[config.mk]
export PLATFORM = sky130hd
export DESIGN_NAME = rx_block_lock_flat
export DESIGN_NICKNAME = d
export VERILOG_FILES = /design/src/rtl/rx_block_lock_if.sv /design/src/rtl/rx_block_lock.sv /design/src/flat_wrapper.sv
export SDC_FILE = /design/constraint.sdc
export NUM_CORES = 1
export LEC_CHECK = 0
export ABC_AREA = 1
export CORE_MARGIN = 2
export CORE_UTILIZATION = 40
export CTS_BUF_LIST = sky130_fd_sc_hd__clkbuf_4
export CTS_CLUSTER_DIAMETER = 200
export DETAILED_ROUTE_END_ITERATION = 10
export PLACE_DENSITY = 0.6
export SYNTH_ARGS = -nofsm -noshare
export SYNTH_HDL_FRONTEND = slang
export SYNTH_SLANG_ARGS = --single-unit
[constraint.sdc]
create_clock -name i_rxc -period 2.75 [get_ports i_rxc]
set_clock_uncertainty 0.2 [all_clocks]
set_input_delay 0.4125 -clock i_rxc [delete_from_list [all_inputs] [get_ports i_rxc]]
set_output_delay 0.4125 -clock i_rxc [all_outputs]
set_load 0.1 [all_outputs]
[src/rtl/rx_block_lock_if.sv]
// Gearbox-side header stream into the block-lock controller and its status outputs.
interface rx_block_lock_if;
   logic [1:0] i_rx_header;
   logic       i_rx_header_valid;
   logic       i_rx_data_valid;
   logic       o_slip;
   logic       o_block_lock;
   logic       o_hi_ber;
   logic [7:0] o_ber_count;

   modport master (
      output i_rx_header, i_rx_header_valid, i_rx_data_valid,
      input  o_slip, o_block_lock, o_hi_ber, o_ber_count
   );

   modport slave (
      input  i_rx_header, i_rx_header_valid, i_rx_data_valid,
      output o_slip, o_block_lock, o_hi_ber, o_ber_count
   );
endinterface

[src/rtl/rx_block_lock.sv]
// 64b/66b receive block-lock FSM with gearbox slip control and a hi-BER monitor.
module rx_block_lock #(
   parameter int unsigned LOCK_HEADERS      = 64,
   parameter int unsigned LOCK_LOSS_INVALID = 16,
   parameter int unsigned SLIP_WAIT         = 32,
   parameter int unsigned BER_WINDOW        = 19531,
   parameter int unsigned BER_LIMIT         = 16
) (
   input  logic           i_rxc,
   input  logic           i_reset_n,
   rx_block_lock_if.slave rx
);

   localparam int unsigned SHW = $clog2(LOCK_HEADERS + 1);
   localparam int unsigned SIW = $clog2(LOCK_LOSS_INVALID + 1);
   localparam int unsigned WW  = $clog2(SLIP_WAIT + 1);
   localparam int unsigned BHW = $clog2(BER_WINDOW + 1);
   localparam int unsigned BIW = $clog2(BER_LIMIT + 1);

   localparam logic [SHW-1:0] SH_TERM   = SHW'(LOCK_HEADERS);
   localparam logic [SIW-1:0] INV_TERM  = SIW'(LOCK_LOSS_INVALID);
   localparam logic [WW-1:0]  WAIT_LOAD = WW'(SLIP_WAIT);
   localparam logic [WW-1:0]  WAIT_ONE  = WW'(1);
   localparam logic [BHW-1:0] BER_WIN   = BHW'(BER_WINDOW);
   localparam logic [BIW-1:0] BER_TERM  = BIW'(BER_LIMIT);

   typedef enum logic [1:0] {
      ST_SEARCH,
      ST_SLIP,
      ST_WAIT,
      ST_LOCKED
   } state_e;

   state_e         state_q, state_d;
   logic [SHW-1:0] sh_cnt_q, sh_cnt_d, sh_cnt_inc;
   logic [SIW-1:0] sh_inv_q, sh_inv_d, sh_inv_inc;
   logic [WW-1:0]  wait_cnt_q, wait_cnt_d;
   logic [BHW-1:0] ber_hdr_q, ber_hdr_d, ber_hdr_inc;
   logic [BIW-1:0] ber_inv_q, ber_inv_d, ber_inv_inc;
   logic [7:0]     ber_cnt_q, ber_cnt_d, ber_cnt_inc;
   logic           slip_q, slip_d;
   logic           lock_q, lock_d;
   logic           hi_ber_q, hi_ber_d;

   logic hdr_evt;
   logic hdr_bad;

   assign hdr_evt = rx.i_rx_header_valid & rx.i_rx_data_valid;
   assign hdr_bad = ~(rx.i_rx_header[1] ^ rx.i_rx_header[0]);

   always_ff @(posedge i_rxc or negedge i_reset_n) begin
      if (!i_reset_n) begin
         state_q    <= ST_SEARCH;
         sh_cnt_q   <= '0;
         sh_inv_q   <= '0;
         wait_cnt_q <= '0;
         ber_hdr_q  <= '0;
         ber_inv_q  <= '0;
         ber_cnt_q  <= '0;
         slip_q     <= 1'b0;
         lock_q     <= 1'b0;
         hi_ber_q   <= 1'b0;
      end else begin
         state_q    <= state_d;
         sh_cnt_q   <= sh_cnt_d;
         sh_inv_q   <= sh_inv_d;
         wait_cnt_q <= wait_cnt_d;
         ber_hdr_q  <= ber_hdr_d;
         ber_inv_q  <= ber_inv_d;
         ber_cnt_q  <= ber_cnt_d;
         slip_q     <= slip_d;
         lock_q     <= lock_d;
         hi_ber_q   <= hi_ber_d;
      end
   end

   always_comb begin
      state_d    = state_q;
      sh_cnt_d   = sh_cnt_q;
      sh_inv_d   = sh_inv_q;
      wait_cnt_d = wait_cnt_q;
      sh_cnt_inc = sh_cnt_q + SHW'(1);
      sh_inv_inc = sh_inv_q + SIW'(hdr_bad);
      unique case (state_q)
         ST_SEARCH: begin
            if (hdr_evt) begin
               if (hdr_bad) begin
                  state_d = ST_SLIP;
               end else if (sh_cnt_inc == SH_TERM) begin
                  state_d  = ST_LOCKED;
                  sh_cnt_d = '0;
                  sh_inv_d = '0;
               end else begin
                  sh_cnt_d = sh_cnt_inc;
               end
            end
         end
         ST_SLIP: begin
            state_d    = ST_WAIT;
            sh_cnt_d   = '0;
            sh_inv_d   = '0;
            wait_cnt_d = WAIT_LOAD;
         end
         ST_WAIT: begin
            // Leaving on the count of one makes the wait exactly SLIP_WAIT cycles.
            if (wait_cnt_q <= WAIT_ONE) begin
               state_d    = ST_SEARCH;
               wait_cnt_d = '0;
            end else begin
               wait_cnt_d = wait_cnt_q - WW'(1);
            end
         end
         ST_LOCKED: begin
            if (hdr_evt) begin
               if (sh_inv_inc == INV_TERM) begin
                  state_d  = ST_SLIP;
                  sh_cnt_d = '0;
                  sh_inv_d = '0;
               end else if (sh_cnt_inc == SH_TERM) begin
                  sh_cnt_d = '0;
                  sh_inv_d = '0;
               end else begin
                  sh_cnt_d = sh_cnt_inc;
                  sh_inv_d = sh_inv_inc;
               end
            end
         end
         default: begin
            state_d = ST_SEARCH;
         end
      endcase
   end

   // ber_inv saturates at BER_LIMIT so "below limit" at window end is a simple compare.
   always_comb begin
      ber_hdr_d   = ber_hdr_q;
      ber_inv_d   = ber_inv_q;
      ber_cnt_d   = ber_cnt_q;
      hi_ber_d    = hi_ber_q;
      ber_hdr_inc = ber_hdr_q + BHW'(1);
      ber_inv_inc = (hdr_bad && (ber_inv_q != BER_TERM)) ? ber_inv_q + BIW'(1) : ber_inv_q;
      ber_cnt_inc = (hdr_bad && (ber_cnt_q != 8'hFF)) ? ber_cnt_q + 8'd1 : ber_cnt_q;
      if ((state_q != ST_LOCKED) || (state_d != ST_LOCKED)) begin
         ber_hdr_d = '0;
         ber_inv_d = '0;
         ber_cnt_d = '0;
         hi_ber_d  = 1'b0;
      end else if (hdr_evt) begin
         if (ber_inv_inc == BER_TERM) begin
            hi_ber_d = 1'b1;
         end
         if (ber_hdr_inc == BER_WIN) begin
            if (ber_inv_inc != BER_TERM) begin
               hi_ber_d = 1'b0;
            end
            ber_hdr_d = '0;
            ber_inv_d = '0;
            ber_cnt_d = '0;
         end else begin
            ber_hdr_d = ber_hdr_inc;
            ber_inv_d = ber_inv_inc;
            ber_cnt_d = ber_cnt_inc;
         end
      end
   end

   always_comb begin
      slip_d = (state_d == ST_SLIP);
      lock_d = (state_d == ST_LOCKED);
   end

   assign rx.o_slip       = slip_q;
   assign rx.o_block_lock = lock_q;
   assign rx.o_hi_ber     = hi_ber_q;
   assign rx.o_ber_count  = ber_cnt_q;

endmodule

[src/flat_wrapper.sv]
// flat-port wrapper written by rule: the top's interface ports become plain ports
module rx_block_lock_flat 
#(
   parameter int unsigned LOCK_HEADERS      = 64,
   parameter int unsigned LOCK_LOSS_INVALID = 16,
   parameter int unsigned SLIP_WAIT         = 32,
   parameter int unsigned BER_WINDOW        = 19531,
   parameter int unsigned BER_LIMIT         = 16
)
  (i_rxc, i_reset_n, rx_i_rx_header, rx_i_rx_header_valid, rx_i_rx_data_valid, rx_o_slip, rx_o_block_lock, rx_o_hi_ber, rx_o_ber_count);
  rx_block_lock_if rx_i ();
  input  logic i_rxc;
  input  logic i_reset_n;
  input wire logic [$bits(rx_i.i_rx_header)-1:0] rx_i_rx_header;
  input wire logic [$bits(rx_i.i_rx_header_valid)-1:0] rx_i_rx_header_valid;
  input wire logic [$bits(rx_i.i_rx_data_valid)-1:0] rx_i_rx_data_valid;
  output wire logic [$bits(rx_i.o_slip)-1:0] rx_o_slip;
  output wire logic [$bits(rx_i.o_block_lock)-1:0] rx_o_block_lock;
  output wire logic [$bits(rx_i.o_hi_ber)-1:0] rx_o_hi_ber;
  output wire logic [$bits(rx_i.o_ber_count)-1:0] rx_o_ber_count;
  assign rx_i.i_rx_header = rx_i_rx_header;
  assign rx_i.i_rx_header_valid = rx_i_rx_header_valid;
  assign rx_i.i_rx_data_valid = rx_i_rx_data_valid;
  assign rx_o_slip = rx_i.o_slip;
  assign rx_o_block_lock = rx_i.o_block_lock;
  assign rx_o_hi_ber = rx_i.o_hi_ber;
  assign rx_o_ber_count = rx_i.o_ber_count;
  rx_block_lock #(.LOCK_HEADERS(LOCK_HEADERS), .LOCK_LOSS_INVALID(LOCK_LOSS_INVALID), .SLIP_WAIT(SLIP_WAIT), .BER_WINDOW(BER_WINDOW), .BER_LIMIT(BER_LIMIT)) u_core (.i_rxc(i_rxc), .i_reset_n(i_reset_n), .rx(rx_i));
endmodule
==> results_dict.tcl <==
set metrics [dict create \
    outcome "complete, no violations" \
    routed_wl_um 6960 \
    vdd_ir_drop_max_uv 454 \
    finalCritPeriodShare 0.914 \
    worstHoldPathType "reg2reg" \
    grt_pass1_wl_um 12100 \
    cp.required_ns 2.87 \
    vias 2814 \
    cp-start-kind "primary input" \
    numPlacedInstances 555 \
    die_w_um 94.7 \
    maxCapViolations 0 \
    async_flop_share 1.00 \
    io_buffers 16 \
    antenna_found_initial 0 \
    p_int_mw 1.46 \
    drive_gt1_frac 0.175 \
    grt_remaining_overflow 0 \
    netlist.area_leader.share 0.388 \
    synth_edf_count 0 \
    cp_max_fo 7 \
    drtIter0Drc 120 \
    h-tree-depth 2 \
    finalHoldViolCount 0 \
    final.min_clock_period_ns 2.51 \
    n_antenna_cell 0 \
    syn_nets 442 \
    syn_inst 421 \
    yosysTopAreaCell "dfrtp_1" \
    die_y_um 94.7 \
    area_delta_synth_final_pct 16.7 \
    synth.most_common_cell "nand2_1" \
    final-seq-area_mm2 0.00128 \
    synth_common_cells "nand2_1 (113), inv_1 (55), dfrtp_1 (51), nand3_1 (38), nor2_1 (33)" \
    dieArea_mm2 0.00896 \
    power_density_mw_per_mm2 654 \
    drv_slew 0 \
    syn_avg_cell_area_um2 7.81 \
    tightest_slew_ns 0.587 \
    drt_first_pass_iters 4 \
    finalSetupTns_ns 0 \
    relSlewSlack 0.608 \
    n_fill_cell 837 \
    place_hpwl_um 5160 \
    clock-sinks 51 \
    synthFlopType "dfrtp_1" \
    grt_max_degree 25 \
    synth_cell_type_count 42 \
    power_frac_seq 0.386 \
    multi_input_area_mm2 0.00184 \
    rows 33 \
    start_util 0.406 \
    grt_pass1_vias 2592 \
    clock_path_buffers 2 \
    numCtsBuffers 5 \
    setup_violations 0 \
    critPathCaptureType "flop" \
    ios 17 \
    ys_ff_latch 51 \
    gp_congestion 0.868 \
    clk_latency_ns 0.37 \
    p_clk_frac 0.173 \
    via_per_inst 4.95 \
    wire_per_inst_um 12.3 \
    yosysSeqAreaShare 0.388 \
    rsz0062_at_grt "no" \
    synth_area_mm2 0.00329 \
    p_comb_frac 0.441 \
    antenna_left 0 \
    clk_pin_slew_ns 0.15 \
    final_cell_count_no_fill 568 \
    cts_tree "yes" \
    synth_warnings 0 \
    synth.area.top_cells "dfrtp_1 (39%), nand2_1 (13%), inv_1 (6.3%), nand3_1 (5.8%), ha_1 (5.7%)" \
    nets 483 \
    cp.arrival_ns 2.63 \
    track_usage 0.167 \
    core-area_mm2 0.00809 \
    max_freq_mhz 398 \
    drc 0 \
    sw_frac_of_total 0.419 \
    cts-root-buf "clkbuf_4" \
    p_leak_nw 1.80 \
    crit_type "in2reg" \
    p_sw_mw 1.05 \
]
[what timing repair did]
item	in CTS	in global routing
hold buffers	1	0
gates resized for setup	7	6
buffers inserted	2	1
pin swaps	12	14
endpoints found under the setup margin	28	39
gates cloned	1	0
endpoints found under the hold margin	22	0
[state kept, by name (all words and copies together) (netlist names), 2 cells and up]
signal                 flops
u_core.ber_inv_q           5
u_core.state_q             2
u_core.wait_cnt_q          6
u_core.sh_inv_q            5
u_core.ber_hdr_q          15
u_core.rx.o_ber_count      8
u_core.sh_cnt_q            7
[layer usage]
layer,vias to the layer above,wire length (um),GRT usage
met2,33,3210,0.271
li1,1449,-,-
met5,-,0,0
met4,0,61,0.0326
met3,5,194,0.0239
met1,1327,3490,0.240
[stage by stage]
step	worst slack [ns]	hold WS (ns)	total power, mW	util	cell area [um^2]
3_5_place_dp	-0.546	0.256	2.05	0.454	3670
4_1_cts	0.00876	0.339	2.52	0.470	3800
2_1_floorplan	0.0306	-0.0831	1.75	-	3310
5_1_grt	0.0165	0.366	2.72	0.474	3840
3_3_place_gp	-0.517	0.247	2.01	0.454	3670
6_report	0.236	0.330	2.51	0.474	3840
[power by group through the flow]
| stage | registers (mW) | logic, mW | clock network [mW] |
|---|---|---|---|
| after floorplan | 1.03 | 0.719 | 0 |
| after global placement | 0.978 | 1.04 | 0 |
| after detailed placement | 0.982 | 1.06 | 0 |
| after CTS | 0.970 | 1.10 | 0.453 |
| after global routing | 0.989 | 1.25 | 0.479 |
| final | 0.970 | 1.11 | 0.435 |
[worst max-delay path, cell delays in order]
cell           delay, ns
dlygate4sd2_1       0.19
inv_1               0.04
or2_1               0.21
nand2_2             0.08
inv_2               0.05
ha_4                0.16
ha_4                0.21
or2_4               0.21
nor2_1              0.08
nand3_1             0.07
nand2_1             0.08
nand2_1             0.06
nand2_1             0.05
nand2_1             0.06
nand2_2             0.09
nand2_4             0.09
nand3_4             0.16
nand2_4             0.10
nand2_2             0.08
nand2_2             0.05
nor2_2              0.09
[layout by cell type, fill, tap and decap left out, types with 4 or more instances in the layout]
master    Yosys  final
xnor2_1       4      4
nand2_2       3      6
nand3_1      38     38
nand4_1      14     14
clkbuf_4      0      5
nor3_1        4      4
o21ai_2       9      9
inv_1        55     53
xor2_1       15     15
nand2_1     113    109
dfrtp_1      51     51
buf_4         0     27
a21oi_1       5      5
o21ai_0      21     21
ha_1         15     13
nor2_1       33     32
[layout make-up]
type / instances / area share
clock buffers: 5 / 0.00978
clock inverters: 3 / 0.0101
inverters: 59 / 0.0587
multi-input cells: 310 / 0.479
flip-flops and latches: 51 / 0.333
well taps: 105 / 0.0342
repair buffers: 35 / 0.0756
[final timing paths]
kind	cells after the start	from	to	slack, ns
min in group asynchronous	2	i_reset_n	u_core.rx.o_block_lock$_DFF_PN0_	0.35
worst min-delay path	2	u_core.rx.o_hi_ber$_DFFE_PN0P_	u_core.rx.o_hi_ber$_DFFE_PN0P_	0.33
worst max register to register	13	u_core.ber_hdr_q[0]$_DFFE_PN0P_	u_core.ber_inv_q[1]$_DFFE_PN0P_	0.25
max in group asynchronous	3	i_reset_n	u_core.ber_hdr_q[12]$_DFFE_PN0P_	1.36
worst min register to register	2	u_core.rx.o_hi_ber$_DFFE_PN0P_	u_core.rx.o_hi_ber$_DFFE_PN0P_	0.33
worst max-delay path	21	rx_i_rx_header[1]	u_core.rx.o_ber_count[0]$_DFFE_PN0P_	0.24
[kinds of logic (layout without fill, tap and decap cells)]
family,after synthesis,after routing,synth area share
buffers and inverters,61,102,0.0746
AO/OA/AOI/OAI,48,48,0.0936
AND/OR/NAND/NOR,226,227,0.333
multiplexers,1,1,0.00304
XOR/XNOR,19,19,0.0506
adder cells (fa/ha/maj),15,15,0.0571
flip-flops,51,51,0.388
Power figures use the tool's default switching activity.
